$ cat src/rtl/muldiv_unit.sv
// Iterative 32x32 multiply / divide unit owning the HI/LO registers.
// One cycle of operand prep, 32 shift-add or restoring-divide steps, one cycle of sign fix-up.
module muldiv_unit (
    input  logic        clk,
    input  logic        rst,
    input  logic        start,
    input  logic [2:0]  op,
    input  logic [31:0] A,
    input  logic [31:0] B,
    output logic        busy,
    output logic        done,
    output logic [31:0] hi,
    output logic [31:0] lo
);

    typedef enum logic [1:0] {IDLE, PREP, RUN, FIX} state_t;

    state_t      state_q, state_d;
    logic [1:0]  op_q, op_d;
    logic [31:0] a_q, a_d;
    logic [31:0] b_q, b_d;
    logic [31:0] opa_q, opa_d;
    logic [31:0] opb_q, opb_d;
    logic [63:0] acc_q, acc_d;
    logic [4:0]  cnt_q, cnt_d;
    logic        neg_res_q, neg_res_d;
    logic        neg_rem_q, neg_rem_d;
    logic [31:0] hi_q, hi_d;
    logic [31:0] lo_q, lo_d;
    logic        busy_q, busy_d;
    logic        done_q, done_d;

    logic        is_div;
    logic        is_signed;
    logic [32:0] mul_sum;
    logic [32:0] rem_sh;
    logic        q_bit;
    logic [31:0] rem_new;
    logic [63:0] prod_fix;

    assign is_div    = op_q[1];
    assign is_signed = op_q[0];

    // Multiply: opa is the multiplicand, opb the multiplier shifted right each step.
    // Divide: opa is the dividend shifted left into the remainder, opb the divisor.
    always_comb begin
        mul_sum  = {1'b0, acc_q[63:32]} + {1'b0, (opb_q[0] ? opa_q : 32'd0)};
        rem_sh   = {acc_q[63:32], opa_q[31]};
        q_bit    = (rem_sh >= {1'b0, opb_q});
        rem_new  = q_bit ? (rem_sh[31:0] - opb_q) : rem_sh[31:0];
        prod_fix = neg_res_q ? (64'd0 - acc_q) : acc_q;
    end

    always_comb begin
        state_d   = state_q;
        op_d      = op_q;
        a_d       = a_q;
        b_d       = b_q;
        opa_d     = opa_q;
        opb_d     = opb_q;
        acc_d     = acc_q;
        cnt_d     = cnt_q;
        neg_res_d = neg_res_q;
        neg_rem_d = neg_rem_q;
        hi_d      = hi_q;
        lo_d      = lo_q;
        done_d    = 1'b0;

        unique case (state_q)
            IDLE: begin
                if (start) begin
                    case (op)
                        3'd0, 3'd1, 3'd2, 3'd3: begin
                            op_d    = op[1:0];
                            a_d     = A;
                            b_d     = B;
                            state_d = PREP;
                        end
                        3'd4:    hi_d = A;
                        3'd5:    lo_d = A;
                        default: ;
                    endcase
                end
            end
            PREP: begin
                opa_d     = (is_signed && a_q[31]) ? (32'd0 - a_q) : a_q;
                opb_d     = (is_signed && b_q[31]) ? (32'd0 - b_q) : b_q;
                neg_res_d = is_signed & (a_q[31] ^ b_q[31]);
                neg_rem_d = is_signed & a_q[31];
                acc_d     = 64'd0;
                cnt_d     = 5'd0;
                state_d   = RUN;
            end
            RUN: begin
                if (is_div) begin
                    acc_d = {rem_new, acc_q[30:0], q_bit};
                    opa_d = {opa_q[30:0], 1'b0};
                end else begin
                    acc_d = {mul_sum, acc_q[31:1]};
                    opb_d = {1'b0, opb_q[31:1]};
                end
                cnt_d = cnt_q + 5'd1;
                if (cnt_q == 5'd31) begin
                    state_d = FIX;
                end
            end
            FIX: begin
                if (!is_div) begin
                    hi_d = prod_fix[63:32];
                    lo_d = prod_fix[31:0];
                end else if (b_q == 32'd0) begin
                    // Divide by zero reports the untouched dividend, even for signed DIV.
                    hi_d = a_q;
                    lo_d = 32'hFFFF_FFFF;
                end else begin
                    lo_d = neg_res_q ? (32'd0 - acc_q[31:0])  : acc_q[31:0];
                    hi_d = neg_rem_q ? (32'd0 - acc_q[63:32]) : acc_q[63:32];
                end
                done_d  = 1'b1;
                state_d = IDLE;
            end
            default: state_d = IDLE;
        endcase

        busy_d = (state_d != IDLE);
    end

    always_ff @(posedge clk) begin
        if (!rst) begin
            state_q   <= IDLE;
            op_q      <= 2'd0;
            a_q       <= 32'd0;
            b_q       <= 32'd0;
            opa_q     <= 32'd0;
            opb_q     <= 32'd0;
            acc_q     <= 64'd0;
            cnt_q     <= 5'd0;
            neg_res_q <= 1'b0;
            neg_rem_q <= 1'b0;
            hi_q      <= 32'd0;
            lo_q      <= 32'd0;
            busy_q    <= 1'b0;
            done_q    <= 1'b0;
        end else begin
            state_q   <= state_d;
            op_q      <= op_d;
            a_q       <= a_d;
            b_q       <= b_d;
            opa_q     <= opa_d;
            opb_q     <= opb_d;
            acc_q     <= acc_d;
            cnt_q     <= cnt_d;
            neg_res_q <= neg_res_d;
            neg_rem_q <= neg_rem_d;
            hi_q      <= hi_d;
            lo_q      <= lo_d;
            busy_q    <= busy_d;
            done_q    <= done_d;
        end
    end

    assign busy = busy_q;
    assign done = done_q;
    assign hi   = hi_q;
    assign lo   = lo_q;

endmodule

$ cat config.mk
export PLATFORM = sky130hd
export DESIGN_NAME = muldiv_unit
export DESIGN_NICKNAME = d
export VERILOG_FILES = /design/src/rtl/muldiv_unit.sv
export SDC_FILE = /design/constraint.sdc
export NUM_CORES = 1
export LEC_CHECK = 0
export CORE_ASPECT_RATIO = 1.5
export CORE_MARGIN = 1
export CORE_UTILIZATION = 50
export DETAILED_ROUTE_END_ITERATION = 10
export GPL_TIMING_DRIVEN = 1
export PLACE_DENSITY = 0.74
export SLEW_MARGIN = 20
export SYNTH_ARGS = -nofsm -noshare
export SYNTH_HDL_FRONTEND = slang
export SYNTH_SLANG_ARGS = --single-unit
$ cat constraint.sdc
create_clock -name clk -period 3.9 [get_ports clk]
set_input_delay 0.39 -clock clk [delete_from_list [all_inputs] [get_ports clk]]
set_output_delay 0.39 -clock clk [all_outputs]
set_load 0.1 [all_outputs]
==> results of run 1 <==
power by group through the flow:
stage / clock network (uW) / registers (uW) / logic (uW)
after CTS: 2830 / 3050 / 2730
after global placement: 0 / 3100 / 2700
after detailed placement: 0 / 3110 / 2710
after floorplan: 0 / 3240 / 1780
after global routing: 2940 / 3070 / 2960
final: 2800 / 3050 / 2770
final timing paths:
check	to	slack [ns]
worst min-delay path	acc_q[3]	0.29
worst max register to register	acc_q[60]	0.23
worst min register to register	lo[30]	0.45
worst max-delay path	acc_q[60]	0.23
critical path: cells and delay by family, from the launching register on:
family,cells,cell delay [ns]
buffers and inverters,1,0.25
DFF,1,0.62
AOI/OAI and AO/OA,7,1.92
and+or+nand+nor,2,0.32
adders and majority gates,1,0.41
sequential cells by signal, summed over array words and instances (netlist names):
register,cells
b_q,32
acc_q,64
op_q,2
lo,32
done,1
a_q,32
busy,1
neg_rem_q,1
opa_q,32
cnt_q,5
neg_res_q,1
hi,32
opb_q,32
state_q,2
per-stage QoR:
step                      util (%)  power (uW)
final                         58.5        8620
after global routing          58.5        8960
after CTS                     58.5        8610
after detailed placement      55.9        5820
after global placement        55.9        5800
after floorplan                  -        5020
logic make-up (layout without fill, tap and decap cells):
family                     count (synthesis)  after routing  synth area share [%]
and+or+nand+nor                          769            769                  19.7
AOI/OAI and AO/OA                        818            818                  27.7
buffers and inverters                    255            336                  5.49
adders and majority gates                 78             78                  5.41
muxes                                     61             61                  3.34
DFF                                      269            269                  29.4
xor gates and xnor gates                 187            187                  8.93
routing by layer:
metal | global-route usage, % | wire length [um]
met5 | 0 | 0
met4 | 24.3 | 4820
met3 | 3.70 | 2890
met2 | 61.7 | 33000
met1 | 36.8 | 23800
cells in the final DEF, fill, tap and decap left out, types with 24 or more instances in the layout:
| cell type | n |
|---|---|
| nor2_1 | 217 |
| nand3_1 | 30 |
| a21oi_1 | 348 |
| xor2_1 | 59 |
| dfxtp_1 | 267 |
| o221ai_1 | 65 |
| o211ai_1 | 31 |
| inv_1 | 79 |
| clkdlybuf4s50_1 | 134 |
| o21ai_0 | 141 |
| clkbuf_16 | 28 |
| mux2i_1 | 60 |
| xnor2_1 | 128 |
| buf_4 | 71 |
| and2_1 | 36 |
| a21o_1 | 39 |
| o31ai_1 | 24 |
| nand2_1 | 309 |
| ha_1 | 75 |
timing repair:
item                                   CTS  global route
resized for setup                        0             1
setup endpoints to repair                0             1
endpoints found under the hold margin    0             0
final cells by class:
| class | instances | area (um2) | area share, % |
|---|---|---|---|
| clock buffers | 39 | 792 | 3.75 |
| clock inverters | 10 | 150 | 0.711 |
| inverters | 81 | 309 | 1.46 |
| multi-input cells | 1913 | 12000 | 56.8 |
| flip-flops and latches | 269 | 5390 | 25.5 |
| well taps | 478 | 598 | 2.83 |
| repair buffers | 206 | 1880 | 8.90 |
==> impl_table.tex, run 1 <==
\begin{tabular}{lr}
\hline
Metric & Value \\
\hline
\multicolumn{2}{l}{\textbf{Die}} \\
\quad Chip height & 237 um \\
\quad Placeable core area & 0.0361 mm2 \\
\quad Effective utilization at floorplan & 50.8\% \\
\quad Area of the die & 0.0375 mm2 \\
\quad IO Count & 136 \\
\quad Rows & 85 \\
\quad Overall die width & 158 um \\
\multicolumn{2}{l}{\textbf{Run}} \\
\quad Maximum capacitance violations & 0 \\
\multicolumn{2}{l}{\textbf{Worst setup path}} \\
\quad Required time at the worst-slack endpoint & 4.36 ns \\
\quad Slowest cell on crit path & dfxtp\_1 \\
\quad Critical path startpoint & acc\_q[37] \\
\quad Worst Reg2Reg Path Length in Cells & 11 \\
\quad Slowest cell delay on critical path & 0.62 ns \\
\quad Maximum fanout count along the critical path & 28 \\
\quad Worst Setup Start Kind & register \\
\quad Setup crit end kind & register \\
\quad CP arrival & 4.13 ns \\
\quad List of cells traversed by the critical path & ha\_1 -> a21o\_1 -> nor2\_1 -> a211oi\_1 -> o21ai\_0 -> a21oi\_1 -> a21o\_1 -> a2111o\_2 -> buf\_4 -> and3\_1 -> o41ai\_1 \\
\quad Type of the worst setup path & reg -> reg \\
\quad Beginning of the worst register-to-register path & acc\_q[37] \\
\quad Top cell by count, worst path & a21o\_1 \\
\multicolumn{2}{l}{\textbf{Hold path}} \\
\quad Number of cells traversed by the worst hold path & 3 \\
\quad Class of the most critical hold timing path & in -> reg \\
\quad Startpoint of the most critical hold path & rst \\
\multicolumn{2}{l}{\textbf{Timing}} \\
\quad Accumulated negative setup slack & 0 ns \\
\quad Max Fclk & 272 MHz \\
\quad Worst-case clock skew & 0.0300 ns \\
\quad Setup WS post-layout & 0.226 ns \\
\quad Max-slew headroom at the worst pin & 29.6\% \\
\quad Setup repair after global routing missed its margin & false \\
\quad Fin. max-slew vios & 0 \\
\quad Final count of hold timing violations & 0 \\
\quad Setup-violating endpoint count in the final report & 0 \\
\quad Shortest clock period the worst path allows after layout & 3.67 ns \\
\quad Transition time of the tightest slew-check pin & 1.05 ns \\
\quad Share of the clock period used by the worst path & 94.2\% \\
\quad Worst hold margin & 0.292 ns \\
\multicolumn{2}{l}{\textbf{Clocking}} \\
\quad Number of CTS-inserted buffers & 28 \\
\quad Number of clock sinks seen by CTS & 269 \\
\quad Latest clock arrival within the worst-skew pair & 0.59 ns \\
\quad Buffers inserted by post-CTS timing repair & 0 \\
\quad Clock slew at reported path FFs & 0.07 ns \\
\quad TritonCTS clock tree & built \\
\quad Clock H-tree levels & 1 \\
\quad Buffers from clock root to sink, at most & 3 \\
\quad Hold buffer count at cts & 0 \\
\quad CTS root buf & clkbuf\_16 \\
\multicolumn{2}{l}{\textbf{Route}} \\
\quad DRC viols & 0 \\
\quad Router iterations before antenna repair & 5 \\
\quad Vias per std cell & 6.17 \\
\quad Average routed wire per standard cell & 21.6 um \\
\quad Detailed Route WL & 64.6 mm \\
\quad First DRT Iteration DRCs & 1,386 \\
\quad Vias & 18,500 \\
\quad Antenna violation net count after detailed routing & 0 \\
\multicolumn{2}{l}{\textbf{Outcome}} \\
\quad Outcome & finished, final reports clean \\
\multicolumn{2}{l}{\textbf{Finish}} \\
\quad Count of inserted antenna diode cells & 0 \\
\quad Fraction of final layout cells sized beyond drive strength 1 & 6.75\% \\
\quad Final Instance Area & 0.0211 mm2 \\
\quad Layout-stage area growth over the synthesis result & 15.1\% \\
\quad Filler Cells Inserted & 3,385 \\
\quad Nets & 2,647 \\
\quad Layout Cells excl Fill & 2,996 \\
\multicolumn{2}{l}{\textbf{Synthesis}} \\
\quad Share of flip-flops with an asynchronous set or reset & 0\% \\
\quad Top-area cell type share of the netlist area & 29.4\% \\
\quad Number of synthesized flops with an enable pin & 0 \\
\quad Commonest cells in the netlist & a21oi\_1, nand2\_1, dfxtp\_1, nor2\_1, clkbuf\_1 \\
\quad Number of warning messages in the yosys log & 0 \\
\quad Synthesized netlist net count & 2,585 \\
\quad Synth Register Bits & 269 \\
\quad Number of unique standard cell types used by synthesis & 89 \\
\quad Most common cell in the synthesized netlist & a21oi\_1 \\
\quad Cell area after technology mapping & 0.0183 mm2 \\
\quad Average instance area after synthesis & 7.52 um2 \\
\quad Sequential area share after synthesis & 29.4\% \\
\quad Most common flop cell mapped by yosys & dfxtp\_1 \\
\quad Post-synthesis cell type with the largest combined area & dfxtp\_1 \\
\quad Cells taking the most area after synthesis & dfxtp\_1, a21oi\_1, nand2\_1, xnor2\_1, ha\_1 \\
\quad Synthesized netlist cell count & 2,437 \\
\multicolumn{2}{l}{\textbf{Global route}} \\
\quad GR Overflow Total & 0 \\
\quad Global-route usage over all layers & 34.3\% \\
\quad Pin count of the biggest net entering global routing & 78 \\
\quad Number of global-route vias before repair & 18,100 \\
\quad Initial antenna violation count & 0 \\
\quad Wire length of the first global-routing pass & 99.6 mm \\
\multicolumn{2}{l}{\textbf{Power}} \\
\quad Share of power burned in registers & 35.4\% \\
\quad Switching part of the total power & 36.1\% \\
\quad Pwr per Cell Area & 409 mW/mm2 \\
\quad Combinational share of power & 32.1\% \\
\quad Clock share of power & 32.5\% \\
\quad Total net switching power & 3110 uW \\
\quad Leakage power summed over all cells & 0.00802 uW \\
\quad Internal Pwr Total & 5510 uW \\
\quad VDD IR-drop max & 389 uV \\
\multicolumn{2}{l}{\textbf{Placement}} \\
\quad Placed Instance Area & 0.0202 mm2 \\
\quad Worst slack at placement & 0.168 ns \\
\quad Final GP Congestion & 0.977 \\
\quad Final HPWL from detailed placement & 48.5 mm \\
\quad Number of port buffers & 135 \\
\quad Total instance count after detailed placement & 2,947 \\
\hline
\end{tabular}
(Power assumes the default switching activity.)
==> run 2: changes to the inputs <==
--- a/config.mk
+++ b/config.mk
@@ -10,6 +10,7 @@
 export CORE_UTILIZATION = 50
 export DETAILED_ROUTE_END_ITERATION = 10
 export GPL_TIMING_DRIVEN = 1
+export HOLD_SLACK_MARGIN = 0.08
 export PLACE_DENSITY = 0.74
 export SLEW_MARGIN = 20
 export SYNTH_ARGS = -nofsm -noshare
==> results of run 2 <==
The final DEF is identical to that of run 1; final timing and power are the same.
